<file path="src/rtl/button_pkg.sv">
// Shared types and timing constants for the push-button conditioning slice.
package button_pkg;

  localparam int DEBOUNCE_10MS_100MHZ = 1000000;
  localparam int LONG_1S_100MHZ       = 100000000;

  typedef enum logic {
    ST_LOW  = 1'b0,
    ST_HIGH = 1'b1
  } btn_state_e;

  // Counter width for values 0..v-1, never narrower than one bit.
  function automatic int clog2_min1(input int v);
    return ($clog2(v) < 1) ? 1 : $clog2(v);
  endfunction

endpackage

</file>
<file path="src/rtl/button_channel.sv">
// One button: resync chain, debounce FSM, long-press timer and a registered output stage.
module button_channel
  import button_pkg::*;
#(
  parameter int SYNC_STAGES     = 2,
  parameter int DEBOUNCE_CYCLES = DEBOUNCE_10MS_100MHZ,
  parameter int LONG_CYCLES     = LONG_1S_100MHZ
) (
  input  logic clk,
  input  logic rst_n,
  input  logic din,
  output logic level,
  output logic rise,
  output logic fall,
  output logic long_press
);

  localparam int DW = clog2_min1(DEBOUNCE_CYCLES + 1);
  localparam logic [DW-1:0] DMAX = DW'(DEBOUNCE_CYCLES - 1);

  logic [SYNC_STAGES-1:0] sync_p0;
  logic                   synced;
  btn_state_e             state;
  logic [DW-1:0]          dcnt;
  logic                   rise_p0;
  logic                   fall_p0;
  logic                   lp_p0;

  // Stage p0: resynchronisation and debounce decision
  always_ff @(posedge clk) begin
    if (!rst_n) begin
      sync_p0 <= '0;
    end else begin
      sync_p0 <= {sync_p0[SYNC_STAGES-2:0], din};
    end
  end

  assign synced = sync_p0[SYNC_STAGES-1];

  always_ff @(posedge clk) begin
    if (!rst_n) begin
      state   <= ST_LOW;
      dcnt    <= '0;
      rise_p0 <= 1'b0;
      fall_p0 <= 1'b0;
    end else begin
      rise_p0 <= 1'b0;
      fall_p0 <= 1'b0;
      if (synced == (state == ST_HIGH)) begin
        dcnt <= '0;
      end else if (dcnt == DMAX) begin
        dcnt    <= '0;
        state   <= synced ? ST_HIGH : ST_LOW;
        rise_p0 <= synced;
        fall_p0 <= ~synced;
      end else begin
        dcnt <= dcnt + 1'b1;
      end
    end
  end

  if (LONG_CYCLES > 0) begin : g_long
    localparam int HW = clog2_min1(LONG_CYCLES + 1);
    localparam logic [HW-1:0] HMAX = HW'(LONG_CYCLES);
    logic [HW-1:0] hcnt;

    // Saturates at HMAX so the pulse can only fire once per press.
    always_ff @(posedge clk) begin
      if (!rst_n) begin
        hcnt  <= '0;
        lp_p0 <= 1'b0;
      end else begin
        lp_p0 <= 1'b0;
        if (state == ST_LOW) begin
          hcnt <= '0;
        end else if (hcnt != HMAX) begin
          hcnt  <= hcnt + 1'b1;
          lp_p0 <= (hcnt == HMAX - 1'b1);
        end
      end
    end
  end else begin : g_no_long
    assign lp_p0 = 1'b0;
  end

  // Stage p1: registered outputs
  always_ff @(posedge clk) begin
    if (!rst_n) begin
      level      <= 1'b0;
      rise       <= 1'b0;
      fall       <= 1'b0;
      long_press <= 1'b0;
    end else begin
      level      <= (state == ST_HIGH);
      rise       <= rise_p0;
      fall       <= fall_p0;
      long_press <= lp_p0;
    end
  end

endmodule

</file>
<file path="src/rtl/button_conditioner.sv">
// Multi-channel button conditioner: optional input inversion feeding independent channels.
module button_conditioner
  import button_pkg::*;
#(
  parameter int CHANNELS        = 6,
  parameter int SYNC_STAGES     = 2,
  parameter int DEBOUNCE_CYCLES = DEBOUNCE_10MS_100MHZ,
  parameter int LONG_CYCLES     = LONG_1S_100MHZ,
  parameter int ACTIVE_LOW      = 0
) (
  input  logic                clk,
  input  logic                rst_n,
  input  logic [CHANNELS-1:0] btn_in,
  output logic [CHANNELS-1:0] level,
  output logic [CHANNELS-1:0] rise,
  output logic [CHANNELS-1:0] fall,
  output logic [CHANNELS-1:0] long_press
);

  logic [CHANNELS-1:0] din;

  // Inversion happens ahead of the first sync flop so every channel sees 1 = pressed.
  assign din = (ACTIVE_LOW != 0) ? ~btn_in : btn_in;

  for (genvar i = 0; i < CHANNELS; i++) begin : g_ch
    button_channel #(
      .SYNC_STAGES    (SYNC_STAGES),
      .DEBOUNCE_CYCLES(DEBOUNCE_CYCLES),
      .LONG_CYCLES    (LONG_CYCLES)
    ) u_channel (
      .clk       (clk),
      .rst_n     (rst_n),
      .din       (din[i]),
      .level     (level[i]),
      .rise      (rise[i]),
      .fall      (fall[i]),
      .long_press(long_press[i])
    );
  end

endmodule

</file>
<file path="config.mk">
export PLATFORM = sky130hd
export DESIGN_NAME = button_conditioner
export DESIGN_NICKNAME = d
export VERILOG_FILES = /design/src/rtl/button_pkg.sv /design/src/rtl/button_channel.sv /design/src/rtl/button_conditioner.sv
export SDC_FILE = /design/constraint.sdc
export NUM_CORES = 1
export LEC_CHECK = 0
export ABC_AREA = 1
export CAP_MARGIN = 20
export CORE_ASPECT_RATIO = 1.5
export CORE_MARGIN = 2
export CORE_UTILIZATION = 45
export DETAILED_ROUTE_END_ITERATION = 16
export HOLD_SLACK_MARGIN = 0.06
export SYNTH_ARGS = -nofsm -noshare
export SYNTH_HDL_FRONTEND = slang
export SYNTH_SLANG_ARGS = --single-unit
</file>
<file path="constraint.sdc">
create_clock -name clk -period 1.8 [get_ports clk]
set_clock_uncertainty 0.2 [all_clocks]
set_input_delay 0.36 -clock clk [delete_from_list [all_inputs] [get_ports clk]]
set_output_delay 0.36 -clock clk [all_outputs]
set_load 0.01 [all_outputs]
</file>
==> impl_metrics.yaml <==
status:
  status: "finished, final reports clean"
cts:
  h-tree-depth: 2
  tritoncts: "done"
  root_buffer: "clkbuf_16"
  clkSinkCount: 342
  clk_latency_ns: 0.53
  cts_buffers: 37
  path_clk_slew_ns: 0.06
  cts_buffer_depth: 3
timing:
  tightest_slew_ns: 0.427
  max_slew_margin_pct: 71.5
  layout_worst_path_cycle_share_pct: 95.1
  final-setup-viol-count: 0
  fmax_ghz: 0.584
  period_minus_slack_ns: 1.71
  fin_hold_ws_ns: 0.0863
  setup_tns_ns: 0
  finalMaxSlewViolations: 0
  finalHoldViolCount: 0
placed_design:
  detailed_place_hpwl_um: 30200
  place_congestion: 0.881
  io_buffers: 31
layout:
  regArea_mm2: 0.00685
  final_net_count: 2782
  nFillCells: 3903
  area_delta_synth_final_pct: 13.7
  drive_gt1_share_pct: 7.98
  diodes: 0
  utilization_pct: 51.9
  multi_input_area_mm2: 0.00940
routing:
  wl_met2_um: 20700
  vias: 16062
  wl_per_cell_um: 12.2
  drc: 0
  highest_layer: "met4"
  drt_iter0_drc: 826
  wl_met3_um: 1190
  vias_per_cell: 4.90
  ant_nets: 0
  dr.pass1.iters: 5
  totalWireLength_um: 40000
  wl_met1_um: 16700
power:
  power_density_mw_per_mm2: 784
  ir_drop_mv: 0.614
  power.leakage_nw: 6.59
global_route:
  grt-ovfl-total: 0
  grt_first_pass_wirelength_um: 68200
  antenna_found_initial: 0
  first_global_vias: 15271
  grt_max_degree: 25
  grt_usage_pct: 20.1
synthesis:
  async_reset_ff_share_pct: 0
  ys_ff_latch: 342
  synth_cell_type_count: 38
  syn_area_per_cell_um2: 6.53
  syn_nets: 2714
  yosysSeqAreaShare_pct: 39.0
  synthesis.area_mm2: 0.0176
  synthCells: 2688
  ys.flop_type: "dfxtp_1"
  yosysWarnings: 0
  synth-edff-count: 0
die:
  rows: 88
  die_w_um: 165
  dieArea_mm2: 0.0406
  core_mm2: 0.0384
  die_y_um: 246
  initial_core_util_pct: 45.7
  ios: 32
job:
  cap_violations: 0
setup_path:
  cp-end-kind: "register"
  worstPathArrival_ns: 1.92
  cp.required_ns: 2.01
  path_max_fanout: 20
  start_kind: "register"
  crit_type: "register to register"
min_path:
  hold_class: "input pin to register"
-- what timing repair did --
action                                  CTS  global route
pin swaps                                 0             2
endpoints found under the setup margin   24            87
hold buffers                              0             0
resized for setup                        24            26
setup buffers                             0             1
-- worst paths after layout --
| kind | from | endpoint | slack [ns] | depth (start not counted) |
|---|---|---|---|---|
| setup / recovery | g_ch[4].u_channel.dcnt[0]$_SDFF_PP0_ | g_ch[4].u_channel.dcnt[2]$_SDFF_PP0_ | 0.09 | 9 |
| hold reg to reg | g_ch[3].u_channel.fall_p0$_SDFF_PP0_ | g_ch[3].u_channel.fall$_SDFF_PN0_ | 0.21 | 2 |
| setup reg to reg | g_ch[4].u_channel.dcnt[0]$_SDFF_PP0_ | g_ch[4].u_channel.dcnt[2]$_SDFF_PP0_ | 0.09 | 9 |
| hold / removal | rst_n | g_ch[3].u_channel.fall$_SDFF_PN0_ | 0.09 | 4 |
-- logic make-up after synthesis --
kind of cell             Yosys count  synth area share, %
AO/OA/AOI/OAI                    226                 6.67
XOR/XNOR                          71                 3.54
adder cells (fa/ha/maj)           18                 1.28
buffers and inverters            321                 7.81
flip-flops                       342                 39.0
AND/OR/NAND/NOR                 1710                 41.7
-- per-stage QoR --
stage / std cells / power, mW / worst slack [ns] / area, um2
after global placement: 3211 / 7.87 / 0.119 / 18600
after CTS: 3276 / 15.9 / 0.0589 / 19900
after floorplan: 2688 / 7.82 / 0.131 / 17600
after global routing: 3277 / 16.2 / -0.0293 / 20000
after detailed placement: 3211 / 7.88 / 0.0866 / 18600
final: 3277 / 15.6 / 0.0883 / 20000
-- synthesized netlist by cell type, types with 15 or more instances --
cell type  instances  area share [%]
buf_4             29             1.2
inv_1            265             5.7
nor2_4            22             1.4
nor2_2            22            0.78
xor2_1            44             2.2
nand4_1           32             1.1
a21oi_1          145             4.1
nand2_2           15            0.53
nand3_1          155             4.4
nand3_2           18             1.0
nor2_1           644              14
dfxtp_1          342              39
nand2_1          718              15
ha_1              18             1.3
nor3_1            28            0.80
xnor2_1           27             1.3
nand3b_1          17            0.73
o21ai_0           65             1.9
-- sequential cells by signal, indices dropped and copies added (netlist names) --
register / cells
g_ch.u_channel.rise_p0: 6
g_ch.u_channel.level: 6
g_ch.u_channel.long_press: 6
g_ch.u_channel.state: 6
g_ch.u_channel.g_long.hcnt: 162
g_ch.u_channel.rise: 6
g_ch.u_channel.fall_p0: 6
g_ch.u_channel.sync_p0: 12
g_ch.u_channel.fall: 6
g_ch.u_channel.lp_p0: 6
g_ch.u_channel.dcnt: 120
-- power breakdown --
part	total [mW]	switching, mW	internal, mW	leakage (nW)
sequential	7.59	0.0108	7.58	2.76
clock	7.94	3.10	4.84	0.624
combinational	0.111	0.0647	0.0464	3.21
-- per-layer routing --
| layer | global-route usage, % | vias to the layer above |
|---|---|---|
| li1 | - | 8546 |
| met1 | 22.4 | 7222 |
| met2 | 38.0 | 204 |
| met3 | 2.51 | 90 |
| met4 | 7.77 | 0 |
| met5 | 0 | - |
-- cell usage in the layout (no fill, tap or decap), types with 7 or more instances in the layout --
cell and n:
a21oi_1 145, buf_12 12, buf_4 37, clkbuf_16 37, clkbuf_8 8, dfxtp_1 339
dlygate4sd2_1 24, ha_1 13, inv_1 264, nand2_1 716, nand2_2 17, nand3_1 152
nand3_2 20, nand3b_1 17, nand4_1 32, nor2_1 639, nor2_2 24, nor2_4 25
nor3_1 28, o21a_1 7, o21ai_0 64, o21bai_1 7, or2_0 14, xnor2_1 27
xor2_1 44
-- critical path, stage by stage, from the launching register on --
cell and delay (ns):
dfxtp_1 0.35, ha_1 0.18, nand2_1 0.10, nor2_4 0.12, nand2_2 0.09, nor2_2 0.13, nand3_1 0.13, nand2_2 0.10
buf_12 0.15, nor3_1 0.05
-- final cells by class --
cell class | instances | area share, %
repair buffers | 82 | 4.09
well taps | 495 | 3.10
clock buffers | 51 | 5.30
inverters | 268 | 5.04
clock inverters | 14 | 1.05
flip-flops and latches | 342 | 34.3
multi-input cells | 2025 | 47.1
Power figures use the tool's default switching activity.
